[src/rtl/pipeline_pkg.sv]
// Shared types for the pipeline hazard controller: FSM states, forward-select
// codes, register-index width and the "same non-zero register" helper.
package pipeline_pkg;

    localparam int REG_W = 5;

    typedef logic [REG_W-1:0] reg_idx_t;

    typedef enum logic [1:0] {
        RUN       = 2'd0,
        MEM_WAIT  = 2'd1,
        SYS_DRAIN = 2'd2,
        HALT      = 2'd3
    } state_t;

    localparam logic [1:0] FWD_RF = 2'b00;
    localparam logic [1:0] FWD_M  = 2'b10;
    localparam logic [1:0] FWD_W  = 2'b01;

    // $0 is hard-wired, so it never creates a dependency.
    function automatic logic reg_match(input reg_idx_t dst, input reg_idx_t src);
        return (dst != '0) && (dst == src);
    endfunction

endpackage

[src/rtl/pipeline_hazard_ctrl_hazard_detect.sv]
// Combinational dependency checks: load-use stall, branch-operand stall and
// forwarding selects for the E-stage ALU and the D-stage branch comparator.
module hazard_detect
    import pipeline_pkg::*;
(
    input  logic [REG_W-1:0] rs_d_i,
    input  logic [REG_W-1:0] rt_d_i,
    input  logic [REG_W-1:0] rs_e_i,
    input  logic [REG_W-1:0] rt_e_i,
    input  logic [REG_W-1:0] write_reg_e_i,
    input  logic [REG_W-1:0] write_reg_m_i,
    input  logic [REG_W-1:0] write_reg_w_i,
    input  logic             reg_write_e_i,
    input  logic             reg_write_m_i,
    input  logic             reg_write_w_i,
    input  logic             mem_to_reg_e_i,
    input  logic             mem_to_reg_m_i,
    input  logic             branch_d_i,
    output logic             load_use_o,
    output logic             branch_stall_o,
    output logic [1:0]       forward_a_e_o,
    output logic [1:0]       forward_b_e_o,
    output logic             forward_a_d_o,
    output logic             forward_b_d_o
);

    logic e_hits_d;
    logic m_hits_d;

    assign e_hits_d = reg_match(write_reg_e_i, rs_d_i) || reg_match(write_reg_e_i, rt_d_i);
    assign m_hits_d = reg_match(write_reg_m_i, rs_d_i) || reg_match(write_reg_m_i, rt_d_i);

    assign load_use_o     = mem_to_reg_e_i && e_hits_d;
    // The branch compares in D, so any in-flight producer it cannot forward from must stall it.
    assign branch_stall_o = branch_d_i && ((reg_write_e_i && e_hits_d) ||
                                           (mem_to_reg_m_i && m_hits_d));

    always_comb begin
        forward_a_e_o = FWD_RF;
        if (reg_write_m_i && reg_match(write_reg_m_i, rs_e_i))
            forward_a_e_o = FWD_M;
        else if (reg_write_w_i && reg_match(write_reg_w_i, rs_e_i))
            forward_a_e_o = FWD_W;
    end

    always_comb begin
        forward_b_e_o = FWD_RF;
        if (reg_write_m_i && reg_match(write_reg_m_i, rt_e_i))
            forward_b_e_o = FWD_M;
        else if (reg_write_w_i && reg_match(write_reg_w_i, rt_e_i))
            forward_b_e_o = FWD_W;
    end

    assign forward_a_d_o = reg_write_m_i && !mem_to_reg_m_i && reg_match(write_reg_m_i, rs_d_i);
    assign forward_b_d_o = reg_write_m_i && !mem_to_reg_m_i && reg_match(write_reg_m_i, rt_d_i);

endmodule

[src/rtl/pipeline_hazard_ctrl.sv]
// Pipeline hazard/sequencing controller: memory-wait FSM, syscall drain, timeout halt.
// Optional stall performance counter enabled by defining PIPE_PERF_CNT_EN.
module pipeline_hazard_ctrl
    import pipeline_pkg::*;
#(
    parameter int MEM_TIMEOUT  = 15,
    parameter int DRAIN_CYCLES = 2
) (
    input  logic             clk,
    input  logic             reset,
    input  logic [REG_W-1:0] rs_d,
    input  logic [REG_W-1:0] rt_d,
    input  logic [REG_W-1:0] rs_e,
    input  logic [REG_W-1:0] rt_e,
    input  logic [REG_W-1:0] write_reg_e,
    input  logic [REG_W-1:0] write_reg_m,
    input  logic [REG_W-1:0] write_reg_w,
    input  logic             reg_write_e,
    input  logic             reg_write_m,
    input  logic             reg_write_w,
    input  logic             mem_to_reg_e,
    input  logic             mem_to_reg_m,
    input  logic             mem_write_m,
    input  logic             branch_d,
    input  logic             syscall_m,
    input  logic             mem_ack,
    output logic             stall_f,
    output logic             stall_d,
    output logic             flush_e,
    output logic             stall_m,
    output logic             flush_w,
    output logic [1:0]       forward_a_e,
    output logic [1:0]       forward_b_e,
    output logic             forward_a_d,
    output logic             forward_b_d,
    output logic             syscall_fire,
    output logic             halted,
    output logic [31:0]      stall_count
);

    localparam int CNT_W = $clog2(MEM_TIMEOUT + 1);
    localparam int DRN_W = $clog2(DRAIN_CYCLES + 1);
    localparam logic [CNT_W-1:0] TIMEOUT_C = CNT_W'(MEM_TIMEOUT);
    localparam logic [DRN_W-1:0] DRAIN_C   = DRN_W'(DRAIN_CYCLES);

    state_t           state_q;
    logic [CNT_W-1:0] wait_cnt_q, wait_cnt_d;
    logic [DRN_W-1:0] drain_cnt_q, drain_cnt_d;
    logic             fire_q;

    logic load_use, branch_stall;
    logic in_run, in_wait, in_drain, in_halt;
    logic mem_stall, hz_stall;

    hazard_detect u_hazard_detect (
        .rs_d_i         (rs_d),
        .rt_d_i         (rt_d),
        .rs_e_i         (rs_e),
        .rt_e_i         (rt_e),
        .write_reg_e_i  (write_reg_e),
        .write_reg_m_i  (write_reg_m),
        .write_reg_w_i  (write_reg_w),
        .reg_write_e_i  (reg_write_e),
        .reg_write_m_i  (reg_write_m),
        .reg_write_w_i  (reg_write_w),
        .mem_to_reg_e_i (mem_to_reg_e),
        .mem_to_reg_m_i (mem_to_reg_m),
        .branch_d_i     (branch_d),
        .load_use_o     (load_use),
        .branch_stall_o (branch_stall),
        .forward_a_e_o  (forward_a_e),
        .forward_b_e_o  (forward_b_e),
        .forward_a_d_o  (forward_a_d),
        .forward_b_d_o  (forward_b_d)
    );

    assign in_run   = (state_q == RUN);
    assign in_wait  = (state_q == MEM_WAIT);
    assign in_drain = (state_q == SYS_DRAIN);
    assign in_halt  = (state_q == HALT);

    assign mem_stall = (mem_to_reg_m || mem_write_m) && !mem_ack && (in_run || in_wait);
    assign hz_stall  = (load_use || branch_stall) && in_run;

    assign wait_cnt_d  = wait_cnt_q + CNT_W'(1);
    assign drain_cnt_d = drain_cnt_q + DRN_W'(1);

    always_ff @(posedge clk or posedge reset) begin
        if (reset) begin
            state_q     <= RUN;
            wait_cnt_q  <= '0;
            drain_cnt_q <= '0;
            fire_q      <= 1'b0;
        end else begin
            case (state_q)
                RUN: begin
                    if (mem_stall) begin
                        state_q    <= MEM_WAIT;
                        wait_cnt_q <= CNT_W'(1);
                    end else if (syscall_m) begin
                        state_q     <= SYS_DRAIN;
                        drain_cnt_q <= DRN_W'(1);
                        fire_q      <= (DRAIN_C == DRN_W'(1));
                    end
                end
                MEM_WAIT: begin
                    // A late ack on the would-be timeout cycle still releases the pipeline.
                    if (mem_ack) begin
                        state_q    <= RUN;
                        wait_cnt_q <= '0;
                    end else begin
                        wait_cnt_q <= wait_cnt_d;
                        if (wait_cnt_d == TIMEOUT_C)
                            state_q <= HALT;
                    end
                end
                SYS_DRAIN: begin
                    if (drain_cnt_q == DRAIN_C) begin
                        state_q     <= RUN;
                        drain_cnt_q <= '0;
                        fire_q      <= 1'b0;
                    end else begin
                        drain_cnt_q <= drain_cnt_d;
                        fire_q      <= (drain_cnt_d == DRAIN_C);
                    end
                end
                default: state_q <= HALT;
            endcase
        end
    end

    assign stall_f      = mem_stall || hz_stall || in_drain || in_halt;
    assign stall_d      = stall_f;
    assign flush_e      = hz_stall || in_drain || in_halt;
    assign stall_m      = mem_stall || in_halt;
    assign flush_w      = mem_stall || in_halt;
    assign syscall_fire = fire_q;
    assign halted       = in_halt;

`ifdef PIPE_PERF_CNT_EN
    logic [31:0] stall_count_q;

    always_ff @(posedge clk or posedge reset) begin
        if (reset)
            stall_count_q <= '0;
        else if (stall_f && (stall_count_q != 32'hFFFF_FFFF))
            stall_count_q <= stall_count_q + 32'd1;
    end

    assign stall_count = stall_count_q;
`else
    assign stall_count = 32'd0;
`endif

endmodule

[config.mk]
export PLATFORM = sky130hd
export DESIGN_NAME = pipeline_hazard_ctrl
export DESIGN_NICKNAME = d
export VERILOG_FILES = /design/src/rtl/pipeline_pkg.sv /design/src/rtl/pipeline_hazard_ctrl_hazard_detect.sv /design/src/rtl/pipeline_hazard_ctrl.sv
export SDC_FILE = /design/constraint.sdc
export NUM_CORES = 1
export LEC_CHECK = 0
export CAP_MARGIN = 25
export CORE_UTILIZATION = 39
export DETAILED_ROUTE_END_ITERATION = 16
export PLACE_DENSITY = 0.92
export SLEW_MARGIN = 15
export SYNTH_ARGS = -nofsm -noshare
export SYNTH_HDL_FRONTEND = slang
export SYNTH_SLANG_ARGS = --single-unit
[constraint.sdc]
create_clock -name clk -period 5.1 [get_ports clk]
set_input_delay 0.765 -clock clk [delete_from_list [all_inputs] [get_ports clk]]
set_output_delay 0.765 -clock clk [all_outputs]
set_load 0.03 [all_outputs]
# --- Word level (Yosys, flattened, before mapping) ---
# Cells that the tools add are included.
word_totals:
  out_inout_bits: 45
  wordCells: 92
  regBits: 9
  inputBits: 46
op_classes:
  reduce_logical: 45
  n_addsub: 2
  muxes: 21
  n_eq_ne: 20
op_table:
  columns: ["operator", "count"]
  rows:
  - ["equality test 5 bit", 8]
  - ["logical AND 1 bit", 22]
  - ["2-to-1 mux 2 bit", 10]
  - ["nonzero test 5 bit", 3]
  - ["logical OR 1 bit", 12]
  - ["equality test 2 bit, second input constant", 4]
  - ["2-to-1 mux 4 bit", 2]
  - ["one-hot mux 4 bit (2 select lines)", 1]
  - ["inequality test 3 x 2 -> 1 bit, second input constant", 2]
  - ["one-hot mux 2 bit (3 select lines)", 1]
  - ["AND reduction 3 bit", 2]
  - ["2-to-1 mux 1 bit", 5]
  - ["adder 4 x 1 -> 4 bit, second input constant", 1]
  - ["equality test 4 bit, second input constant", 1]
  - ["inequality test 2 x 1 -> 1 bit, second input constant", 2]
  - ["inequality test 2 bit, second input constant", 2]
  - ["one-hot mux 2 bit (2 select lines)", 1]
  - ["nonzero test 2 bit", 2]
  - ["adder 2 x 1 -> 2 bit, second input constant", 1]
  - ["equality test 2 x 1 -> 1 bit, second input constant", 1]
  - ["logical NOT 1 bit", 2]
  - ["logical NOT 2 bit", 1]
  - ["one-hot mux 1 bit (2 select lines)", 1]
  - ["AND reduction 2 bit", 1]

# --- Depth between registers and ports, before layout ---
# Gate-level depths: netlist (run 1).
logic_depth:
  depth_word: 11
  ltp_mapped: 7
  depth_no_buf: 5

# --- Modules after synthesis ---
# A second synthesis (run 1) with hierarchy kept.
hier_totals:
  cells_unflattened: 165
  hier_area_um2: 1333.8
by_module_without_submodules:
  columns: ["mod", "area_each_um2", "n_inst", "cells_each", "seq_area_each_um2"]
  rows:
  - ["pipeline_hazard_ctrl", 762.0, 1, 89, 200.2]
  - ["hazard_detect", 571.8, 1, 76, 0.0]

# --- Worst setup path before layout (run 1) ---
# No wires, ideal clock.
synth_timing:
  path_kind: "input to output"
  start: "input write_reg_m[3]"
  end: "output forward_a_e[0]"
  path_buffers: 1
  t_required_ns: 4.335
  setup_slack_ns: 1.893
  arrival_ns: 2.442
  cell_stages: 5
  cell_sequence: "buf_2 > or4_4 > o21ai_4 > nor4_2 > nor4_2"
synth_between:
  elab_chain_cells: 4
  word_cells_on_any_way: 5
  classes_between: "eq/ne (1); mux (1); reduce/logical (3)"
synth_lines:
  columns: ["item", "line_no", "source"]
  rows:
  - ["from (decl)", "pipeline_hazard_ctrl.sv:16", "input logic [REG_W-1:0] write_reg_m,"]
  - ["equality test 5 bit or nonzero test 5 bit (tied branches)", "pipeline_pkg.sv:22", "return (dst != '0) && (dst == src);"]
  - ["logical AND 1 bit (*)", "pipeline_pkg.sv:22", null]
  - ["logical AND 1 bit (*)", "pipeline_hazard_ctrl_hazard_detect.sv:40", "if (reg_write_m_i && reg_match(write_reg_m_i, rs_e_i))"]
  - ["2-to-1 mux 2 bit (*)", "pipeline_hazard_ctrl_hazard_detect.sv:40", null]
  - ["to (decl)", "pipeline_hazard_ctrl.sv:32", "output logic [1:0] forward_a_e,"]
# Mark *: on every way between the ends. The rest lies on a longest branch, timed or not.

# --- Final worst setup path (run 1) ---
layout_timing:
  start: "input write_reg_m[2]"
  end: "output forward_a_e[0]"
# Same word-level chain as after synthesis.

==> results.py, run 1 <==
metrics = {
    "die": {
        "rows": 20,
        "start_util_pct": 42.24,
        "dieHeight_microns": 60.21,
        "die_w_microns": 60.21,
        "dieArea_sq_um": 3625,
        "boundaryPins": 91,
        "core-area_sq_um": 3128,
    },
    "layout": {
        "final_util_pct": 57.68,
        "diodes": 0,
        "layout_commonest_cell": "clkdlybuf4s50_1",
        "final_cells": 262,
        "fillCellCount": 302,
        "layout_common_cells": "clkdlybuf4s50_1 (58), conb_1 (32), xor2_1 (21)",
        "multi_input_area_sq_um": 927.1,
        "nets": 268,
        "area_growth_pct": 36.55,
        "seq_area_sq_um": 200.2,
        "drive_gt1_share_pct": 4.587,
    },
    "synth": {
        "ys_warn_count": 0,
        "netlist_area_sq_um": 1321,
        "synthArstFlopShare_pct": 100.0,
        "synth-seq-cells": 8,
        "ys_types": 34,
        "seq_area_frac_synth_pct": 15.15,
        "synth_top_family_by_area": "XOR/XNOR gates",
        "muxShareOfSynthArea_pct": 0,
        "synth.avg_cell_area_sq_um": 7.912,
        "synth-simple-area-share_pct": 18.75,
        "synth_edf_count": 0,
        "synthAdderAreaFrac_pct": 1.894,
        "yosys.area_share.xor_xnor_pct": 27.18,
        "synth_flop_cell": "dfrtp_1",
        "synth_compound_area_share_pct": 13.26,
        "synthCells": 167,
    },
    "hold_path": {
        "hold_start": "drain_cnt_q[1]",
        "hp-class": "flop to flop",
        "hold_depth": 1,
        "hold_path_end": "drain_cnt_q[1]",
    },
    "drt": {
        "vias": 1220,
        "drtIter0Drc": 28,
        "drc_errors": 0,
        "avgRoutedWirePerCell_microns": 11.64,
        "drt_wl_total_microns": 3049,
        "first_pass_iters": 4,
        "ant_nets": 0,
        "vias_per_cell": 4.656,
    },
    "critical_path": {
        "worst-setup-path-type": "input port to output port",
        "cp-end-kind": "output port",
        "path_max_fanout": 5,
        "timing.rr.start": "wait_cnt_q[0]",
        "crit_path_start": "write_reg_m[2]",
        "critPathLaunchType": "input port",
        "arrival_ns": 3.18,
        "r2r_cells": 5,
        "required_ns": 4.34,
        "regToRegEndpoint": "state_q[1]",
        "reg2reg_slack_ns": 3.82,
    },
    "timing": {
        "finClkSkew_ns": 0.001320,
        "rsz0062_at_grt": "no",
        "worstMarginPinSlew_ns": 0.5383,
        "relSlewSlack_pct": 63.74,
        "fmax_mhz": 253.8,
        "layout_min_cycle_time_ns": 3.940,
        "finalSetupViolCount": 0,
        "hold_viol": 0,
        "period_share_pct": 77.26,
        "fin_tns_setup_ns": 0,
        "slew_viol_final": 0,
    },
    "place": {
        "place_congestion": 0.8296,
        "dp_hpwl_microns": 2644,
        "portBuffers": 58,
        "numPlacedInstances": 259,
    },
    "pwr": {
        "p_clk_share_pct": 9.2,
        "power_frac_comb_pct": 63.8,
        "power_frac_seq_pct": 27.0,
        "p_int_w": 0.0002658,
        "p_per_area_nw_per_um2": 289.3,
        "ir_drop_mv": 0.1913,
        "switchingPower_w": 0.0002561,
        "leakage_nw": 0.7235,
        "swShare_pct": 49.07,
    },
    "clock_tree": {
        "clock_sinks": 8,
        "h-tree-depth": 1,
        "worst_skew_pair.late_latency_ns": 0.26,
        "numCtsBuffers": 3,
        "cts_buffer_depth": 2,
        "cts_resized": 0,
        "cts_hold_buf": 0,
        "clk_pin_slew_worst_paths_ns": 0.05,
        "root_buffer": "clkbuf_4",
        "cts_tree": "done",
        "postCtsSetupBuffers": 0,
    },
    "global_routing": {
        "antenna_found_initial": 0,
        "grt_max_degree": 14,
        "grt_pass1_wl_microns": 4850,
        "overflow": 0,
        "grtUsageTotal_pct": 17.73,
        "grt_pass1_vias": 1131,
    },
    "flow_run": {
        "maxCapViolCount": 0,
    },
    "run_status": {
        "outcome": "completed",
    },
}
-- layer usage --
layer / vias up / share of wire [%] / GRT usage, %
met5: - / 0 / 0
met4: 0 / 1.5 / 5.648
met3: 7 / 6.5 / 3.463
met2: 63 / 51 / 33.44
met1: 550 / 41 / 19.48
li1: 600 / - / -
-- registers in the layout, summed over array words and instances, names as in the netlist --
| register | flops |
|---|---|
| drain_cnt_q | 2 |
| state_q | 2 |
| wait_cnt_q | 4 |
-- cells in the mapped netlist, drive strengths merged (4+ instances only) --
library cell	number	area, sq um
xnor2	20	175.2
or4	4	33.78
dfrtp	8	200.2
nand3	8	40.04
nor3	6	30.03
clkbuf	4	15.01
nand2	11	41.29
xor2	21	183.9
buf	37	276.5
o21ai	10	61.31
inv	5	18.77
nor4	4	50.05
nor2	4	15.01
a21oi	5	25.02
-- worst max-delay path, stage by stage --
cell             delay (ns)
clkdlybuf4s50_1        0.55
or4_4                  0.61
o21ai_4                0.20
nor4_2                 0.09
nor4_2                 0.25
clkdlybuf4s50_1        0.70
-- layout make-up --
type | instances | share of cell area [%]
multi-input cells | 144 | 51.39
inverters | 5 | 1.040
flip-flops and latches | 8 | 11.10
clock buffers | 3 | 1.248
well taps | 44 | 3.051
repair buffers | 58 | 32.18
-- per-stage QoR --
| step | hold WS (ns) | area, sq um | setup slack (ns) | total power (W) |
|---|---|---|---|---|
| 2_1_floorplan | 0.5145 | 1438 | 1.893 | 0.0003780 |
| 3_3_place_gp | 0.5340 | 1782 | 1.160 | 0.0004620 |
| 3_5_place_dp | 0.5550 | 1782 | 1.152 | 0.0004734 |
| 4_1_cts | 0.5649 | 1804 | 1.153 | 0.0005262 |
| 5_1_grt | 0.5895 | 1804 | 1.022 | 0.0005590 |
| 6_report | 0.5546 | 1804 | 1.160 | 0.0005220 |
-- power groups by stage --
stage / combinational [W] / clock (W) / sequential, W
floorplan: 0.000257 / 0 / 0.000121
global placement: 0.000323 / 0 / 0.000139
detailed placement: 0.000332 / 0 / 0.000142
CTS: 0.000334 / 0.0000506 / 0.000141
global route: 0.000358 / 0.0000524 / 0.000149
finish: 0.000333 / 0.0000480 / 0.000141
-- cell families (layout without fill, tap and decap cells) --
group           count (synthesis)  count (layout)
fa+ha+maj                       2               2
simple gates                   43              43
buf+inv                        46              66
flops                           8               8
xor+xnor                       41              41
compound gates                 26              26
other cells                     1              32
-- worst max-delay path by stage --
stage                                 to  cells past startpoint
after floorplan           forward_a_e[0]                      5
after global placement    forward_a_e[0]                      6
after detailed placement  forward_a_e[0]                      6
after CTS                 forward_a_e[0]                      6
after global routing      forward_b_e[0]                      6
final                     forward_a_e[0]                      6
(Power assumes the default switching activity.)
==> inputs of run 2 (changes only) <==
--- a/config.mk
+++ b/config.mk
@@ -6,9 +6,9 @@
 export NUM_CORES = 1
 export LEC_CHECK = 0
 export CAP_MARGIN = 25
-export CORE_UTILIZATION = 39
+export CORE_UTILIZATION = 36
 export DETAILED_ROUTE_END_ITERATION = 16
-export PLACE_DENSITY = 0.92
+export PLACE_DENSITY = 0.86
 export SLEW_MARGIN = 15
 export SYNTH_ARGS = -nofsm -noshare
 export SYNTH_HDL_FRONTEND = slang
==> constraint.sdc (replaced) <==
create_clock -name clk -period 3.9 [get_ports clk]
set_input_delay 0.585 -clock clk [delete_from_list [all_inputs] [get_ports clk]]
set_output_delay 0.585 -clock clk [all_outputs]
set_load 0.03 [all_outputs]
==> run 2 against run 1 <==
Critical path depth stayed put. Wire length is 4.7% lower. Setup slack worse by 0.76 ns. Clock skew is 0.00069 ns lower. Highest routed layer unchanged. Total power is 30% higher. Register-to-register slack worse by 1.2 ns. Critical endpoint unchanged. Largest cell class unchanged.
==> results.py, run 2 (same netlist as run 1, synthesis figures left out) <==
metrics = {
    "run_status": {
        "outcome": "completed",
    },
    "layout": {
        "layout_common_cells": "clkdlybuf4s50_1 (58), conb_1 (32), xor2_1 (21)",
        "area_growth_pct": 39.02,
        "nets": 272,
        "multi_input_area_sq_um": 927.1,
        "diodes": 0,
        "largest_reg_flops": 4,
        "final_util_pct": 53.77,
        "fin_area_sq_um": 1837,
        "seq_area_sq_um": 200.2,
        "drive_gt1_share_pct": 6.306,
        "top_register": "wait_cnt_q",
        "fillCellCount": 329,
        "reg_top3": "wait_cnt_q: 4 flops, drain_cnt_q: 2 flops, state_q: 2 flops",
        "layout_commonest_cell": "clkdlybuf4s50_1",
    },
    "clock_tree": {
        "clk_pin_slew_worst_paths_ns": 0.05,
        "cts_buffer_depth": 2,
        "cts_tree": "done",
        "worst_skew_pair.late_latency_ns": 0.25,
        "cts_hold_buf": 0,
        "postCtsSetupBuffers": 0,
        "cts_resized": 0,
        "numCtsBuffers": 3,
        "h-tree-depth": 1,
        "root_buffer": "clkbuf_4",
        "clock_sinks": 8,
    },
    "drt": {
        "drc_errors": 0,
        "ant_nets": 0,
        "drt_wl_total_microns": 2905,
        "vias_per_cell": 4.429,
        "vias": 1187,
        "avgRoutedWirePerCell_microns": 10.84,
        "drtIter0Drc": 32,
        "first_pass_iters": 4,
    },
    "pwr": {
        "p_per_area_nw_per_um2": 369.3,
        "power_frac_seq_pct": 27.3,
        "p_clk_share_pct": 9.0,
        "leakage_nw": 0.7426,
        "power_frac_comb_pct": 63.7,
        "power_w": 0.0006783,
        "ir_drop_mv": 0.2499,
        "p_int_w": 0.0003501,
        "swShare_pct": 48.38,
        "switchingPower_w": 0.0003282,
    },
    "critical_path": {
        "critPathLaunchType": "input port",
        "cp-end-kind": "output port",
        "required_ns": 3.31,
        "arrival_ns": 2.91,
        "worst-setup-path-type": "input port to output port",
        "path_max_fanout": 5,
    },
    "place": {
        "portBuffers": 58,
        "place_congestion": 0.7799,
        "place_area_sq_um": 1814,
        "dp_hpwl_microns": 2572,
    },
    "global_routing": {
        "grt_max_degree": 14,
        "grt_use_met1_pct": 20.18,
        "met2_usage_pct": 27.17,
        "antenna_found_initial": 0,
        "overflow": 0,
        "grt-busiest-layer": "met2",
        "met3_usage_pct": 2.372,
        "grtUsageTotal_pct": 15.79,
        "grt_pass1_wl_microns": 5092,
        "grt_pass1_vias": 1160,
    },
    "die": {
        "start_util_pct": 38.68,
        "dieHeight_microns": 62.58,
        "boundaryPins": 91,
        "rows": 21,
        "dieArea_sq_um": 3916,
        "core-area_sq_um": 3416,
        "die_w_microns": 62.58,
    },
    "flow_run": {
        "maxCapViolCount": 0,
    },
    "timing": {
        "fin_tns_setup_ns": 0,
        "slew_viol_final": 0,
        "period_share_pct": 89.66,
        "finClkSkew_ns": 0.0006268,
        "fmax_mhz": 286.0,
        "timing.hold.ws_ns": 0.5470,
        "rsz0062_at_grt": "no",
        "finalSetupViolCount": 0,
        "hold_viol": 0,
        "layout_min_cycle_time_ns": 3.497,
    },
    "hold_path": {
        "hp-class": "flop to flop",
    },
}
-- run 2: changes by cell type in the layout (fill, tap and decap cells not counted) --
| cell | previous run | this run |
|---|---|---|
| buf_4 | 0 | 4 |
-- run 2: area by class of cell --
class                   count  share of cell area, %
inverters                   5                  1.022
flip-flops and latches      8                  10.90
repair buffers             62                  33.24
well taps                  46                  3.134
clock buffers               3                  1.226
multi-input cells         144                  50.48
-- run 2: per-stage QoR --
stage | cells | setup WS, ns
after detailed placement | 265 | 0.3889
after CTS | 268 | 0.3867
final | 268 | 0.4032
after floorplan | 198 | 1.053
after global routing | 268 | 0.2923
after global placement | 265 | 0.4148
-- run 2: layer usage --
metal  vias to the layer above  wire [microns]  part of all wire (%)
li1                        612               -                     -
met1                       513            1351                    47
met2                        57            1366                    47
met3                         5             153                   5.3
met4                         0              33                   1.1
met5                         -               0                     0
-- run 2: worst paths after layout --
check,slack (ns),from,endpoint,cells past startpoint
max reg2reg,2.63,wait_cnt_q[0],state_q[1],5
max in group asynchronous,3.07,reset,drain_cnt_q[1],2
min in group asynchronous,0.59,reset,state_q[1],2
min reg2reg,0.55,drain_cnt_q[1],drain_cnt_q[1],1
min,0.55,drain_cnt_q[1],drain_cnt_q[1],1
max,0.40,write_reg_m[4],forward_a_e[0],6
-- run 2: critical path, stage by stage --
cell and delay, ns:
clkdlybuf4s50_1 0.54, or4_4 0.55, o21ai_4 0.19, nor4_2 0.09, nor4_2 0.25, clkdlybuf4s50_1 0.70
-- run 2: power groups by stage --
stage                     clock network (W)  logic [W]  registers, W
after floorplan                           0   0.000336      0.000158
after global placement                    0   0.000427      0.000183
after detailed placement                  0   0.000433      0.000185
after CTS                         0.0000636   0.000435      0.000184
after global routing              0.0000698   0.000470      0.000193
final                             0.0000614   0.000432      0.000185
==> inputs of run 3 (changes only) <==
--- a/config.mk
+++ b/config.mk
@@ -7,6 +7,7 @@
 export LEC_CHECK = 0
 export CAP_MARGIN = 25
 export CORE_UTILIZATION = 36
+export CTS_BUF_LIST = sky130_fd_sc_hd__clkbuf_16
 export DETAILED_ROUTE_END_ITERATION = 16
 export PLACE_DENSITY = 0.86
 export SLEW_MARGIN = 15
==> run 3 against run 2 <==
Clock-buffer cell count stayed put. Die area stayed put. Register-to-register slack hardly changed. Clock power grew to 2.8 times the previous value. Critical endpoint unchanged.
==> results.py, run 3 (same netlist as run 1, synthesis figures left out) <==
metrics = {
    "critical_path": {
        "reg2reg_slack_ns": 2.64,
        "r2r_cells": 5,
        "cp-endpoint": "forward_a_e[0]",
        "critPathLaunchType": "input port",
        "regToRegEndpoint": "state_q[1]",
        "crit_path_start": "write_reg_m[4]",
        "timing.rr.start": "wait_cnt_q[0]",
        "required_ns": 3.31,
        "cp-end-kind": "output port",
        "path_max_fanout": 5,
        "arrival_ns": 2.91,
        "worst-setup-path-type": "input port to output port",
    },
    "clock_tree": {
        "clock_sinks": 8,
        "h-tree-depth": 1,
        "worst_skew_pair.late_latency_ns": 0.23,
        "root_buffer": "clkbuf_16",
        "postCtsSetupBuffers": 0,
        "cts_buffer_depth": 2,
        "cts_resized": 0,
        "numCtsBuffers": 3,
        "cts_tree": "done",
        "clk_pin_slew_worst_paths_ns": 0.03,
        "cts_hold_buf": 0,
    },
    "global_routing": {
        "grt_pass1_vias": 1191,
        "met2_usage_pct": 28.13,
        "antenna_found_initial": 0,
        "grt_pass1_wl_microns": 5237,
        "grt-busiest-layer": "met2",
        "grt_max_degree": 14,
        "grt_use_met1_pct": 20.40,
        "overflow": 0,
        "met3_usage_pct": 3.467,
        "grtUsageTotal_pct": 16.44,
    },
    "timing": {
        "finalSetupViolCount": 0,
        "finClkSkew_ns": 0.002431,
        "fmax_mhz": 286.0,
        "slew_viol_final": 0,
        "fin_tns_setup_ns": 0,
        "layout_min_cycle_time_ns": 3.497,
        "period_share_pct": 89.66,
        "hold_viol": 0,
        "rsz0062_at_grt": "no",
    },
    "drt": {
        "ant_nets": 0,
        "avgRoutedWirePerCell_microns": 11.17,
        "vias_per_cell": 4.496,
        "drc_errors": 0,
        "drtIter0Drc": 37,
        "drt_wl_total_microns": 2994,
        "first_pass_iters": 4,
        "vias": 1205,
    },
    "layout": {
        "largest_reg_flops": 4,
        "area_growth_pct": 42.99,
        "nets": 272,
        "diodes": 0,
        "layout_common_cells": "clkdlybuf4s50_1 (58), conb_1 (32), xor2_1 (21)",
        "drive_gt1_share_pct": 6.306,
        "layout_commonest_cell": "clkdlybuf4s50_1",
        "top_register": "wait_cnt_q",
        "fin_area_sq_um": 1889,
        "reg_top3": "wait_cnt_q: 4 flops, drain_cnt_q: 2 flops, state_q: 2 flops",
        "final_util_pct": 55.31,
    },
    "pwr": {
        "leakage_nw": 0.7657,
        "p_per_area_nw_per_um2": 419.2,
        "ir_drop_mv": 0.2560,
    },
    "die": {
        "start_util_pct": 38.68,
        "die_w_microns": 62.58,
        "boundaryPins": 91,
        "dieArea_sq_um": 3916,
        "dieHeight_microns": 62.58,
        "core-area_sq_um": 3416,
        "rows": 21,
    },
    "flow_run": {
        "maxCapViolCount": 0,
    },
    "place": {
        "place_area_sq_um": 1814,
        "dp_hpwl_microns": 2572,
        "portBuffers": 58,
        "place_congestion": 0.7799,
    },
    "hold_path": {
        "hp-class": "flop to flop",
    },
    "run_status": {
        "outcome": "completed",
    },
}
-- run 3: stage by stage --
stage	std cells	worst slack, ns	hold WS (ns)	total power (W)
finish	268	0.4032	0.5538	0.0007920
global route	268	0.2923	0.6047	0.0008453
CTS	268	0.3867	0.5577	0.0007933
detailed placement	265	0.3889	0.5425	0.0006185
floorplan	198	1.053	0.4007	0.0004943
global placement	265	0.4148	0.5353	0.0006103
-- run 3: worst min-delay path by stage --
stage / start / to / slack (ns) / cells past startpoint
6_report: drain_cnt_q[0] / drain_cnt_q[1] / 0.55 / 2
5_1_grt: drain_cnt_q[0] / drain_cnt_q[1] / 0.60 / 2
4_1_cts: drain_cnt_q[0] / drain_cnt_q[1] / 0.56 / 2
3_5_place_dp: drain_cnt_q[1] / drain_cnt_q[1] / 0.54 / 1
3_3_place_gp: drain_cnt_q[1] / drain_cnt_q[1] / 0.54 / 1
2_1_floorplan: reset / drain_cnt_q[0] / 0.40 / 1
-- run 3: final cells by class --
class	count	area [sq um]
Fill cell	326	1526
Multi-Input combinational cell	144	927.1
Timing Repair Buffer	62	610.6
Sequential cell	8	200.2
Clock buffer	3	75.07
Tap cell	46	57.56
Inverter	5	18.77
-- run 3: metal layers --
layer	part of all wire [%]	vias up	wire length, microns
li1	-	611	-
met1	45	536	1350
met2	49	54	1468
met3	5.1	4	152
met4	0.77	0	23
met5	0	-	0
-- run 3: power breakdown --
part | internal, W | switching, W
sequential | 0.000120 | 0.0000666
clock | 0.000132 | 0.0000384
combinational | 0.000196 | 0.000239
total | 0.000448 | 0.000344
-- run 3: worst max-delay path, cell delays in order --
cell and delay (ns):
clkdlybuf4s50_1 0.54, or4_4 0.55, o21ai_4 0.19, nor4_2 0.09, nor4_2 0.25, clkdlybuf4s50_1 0.70
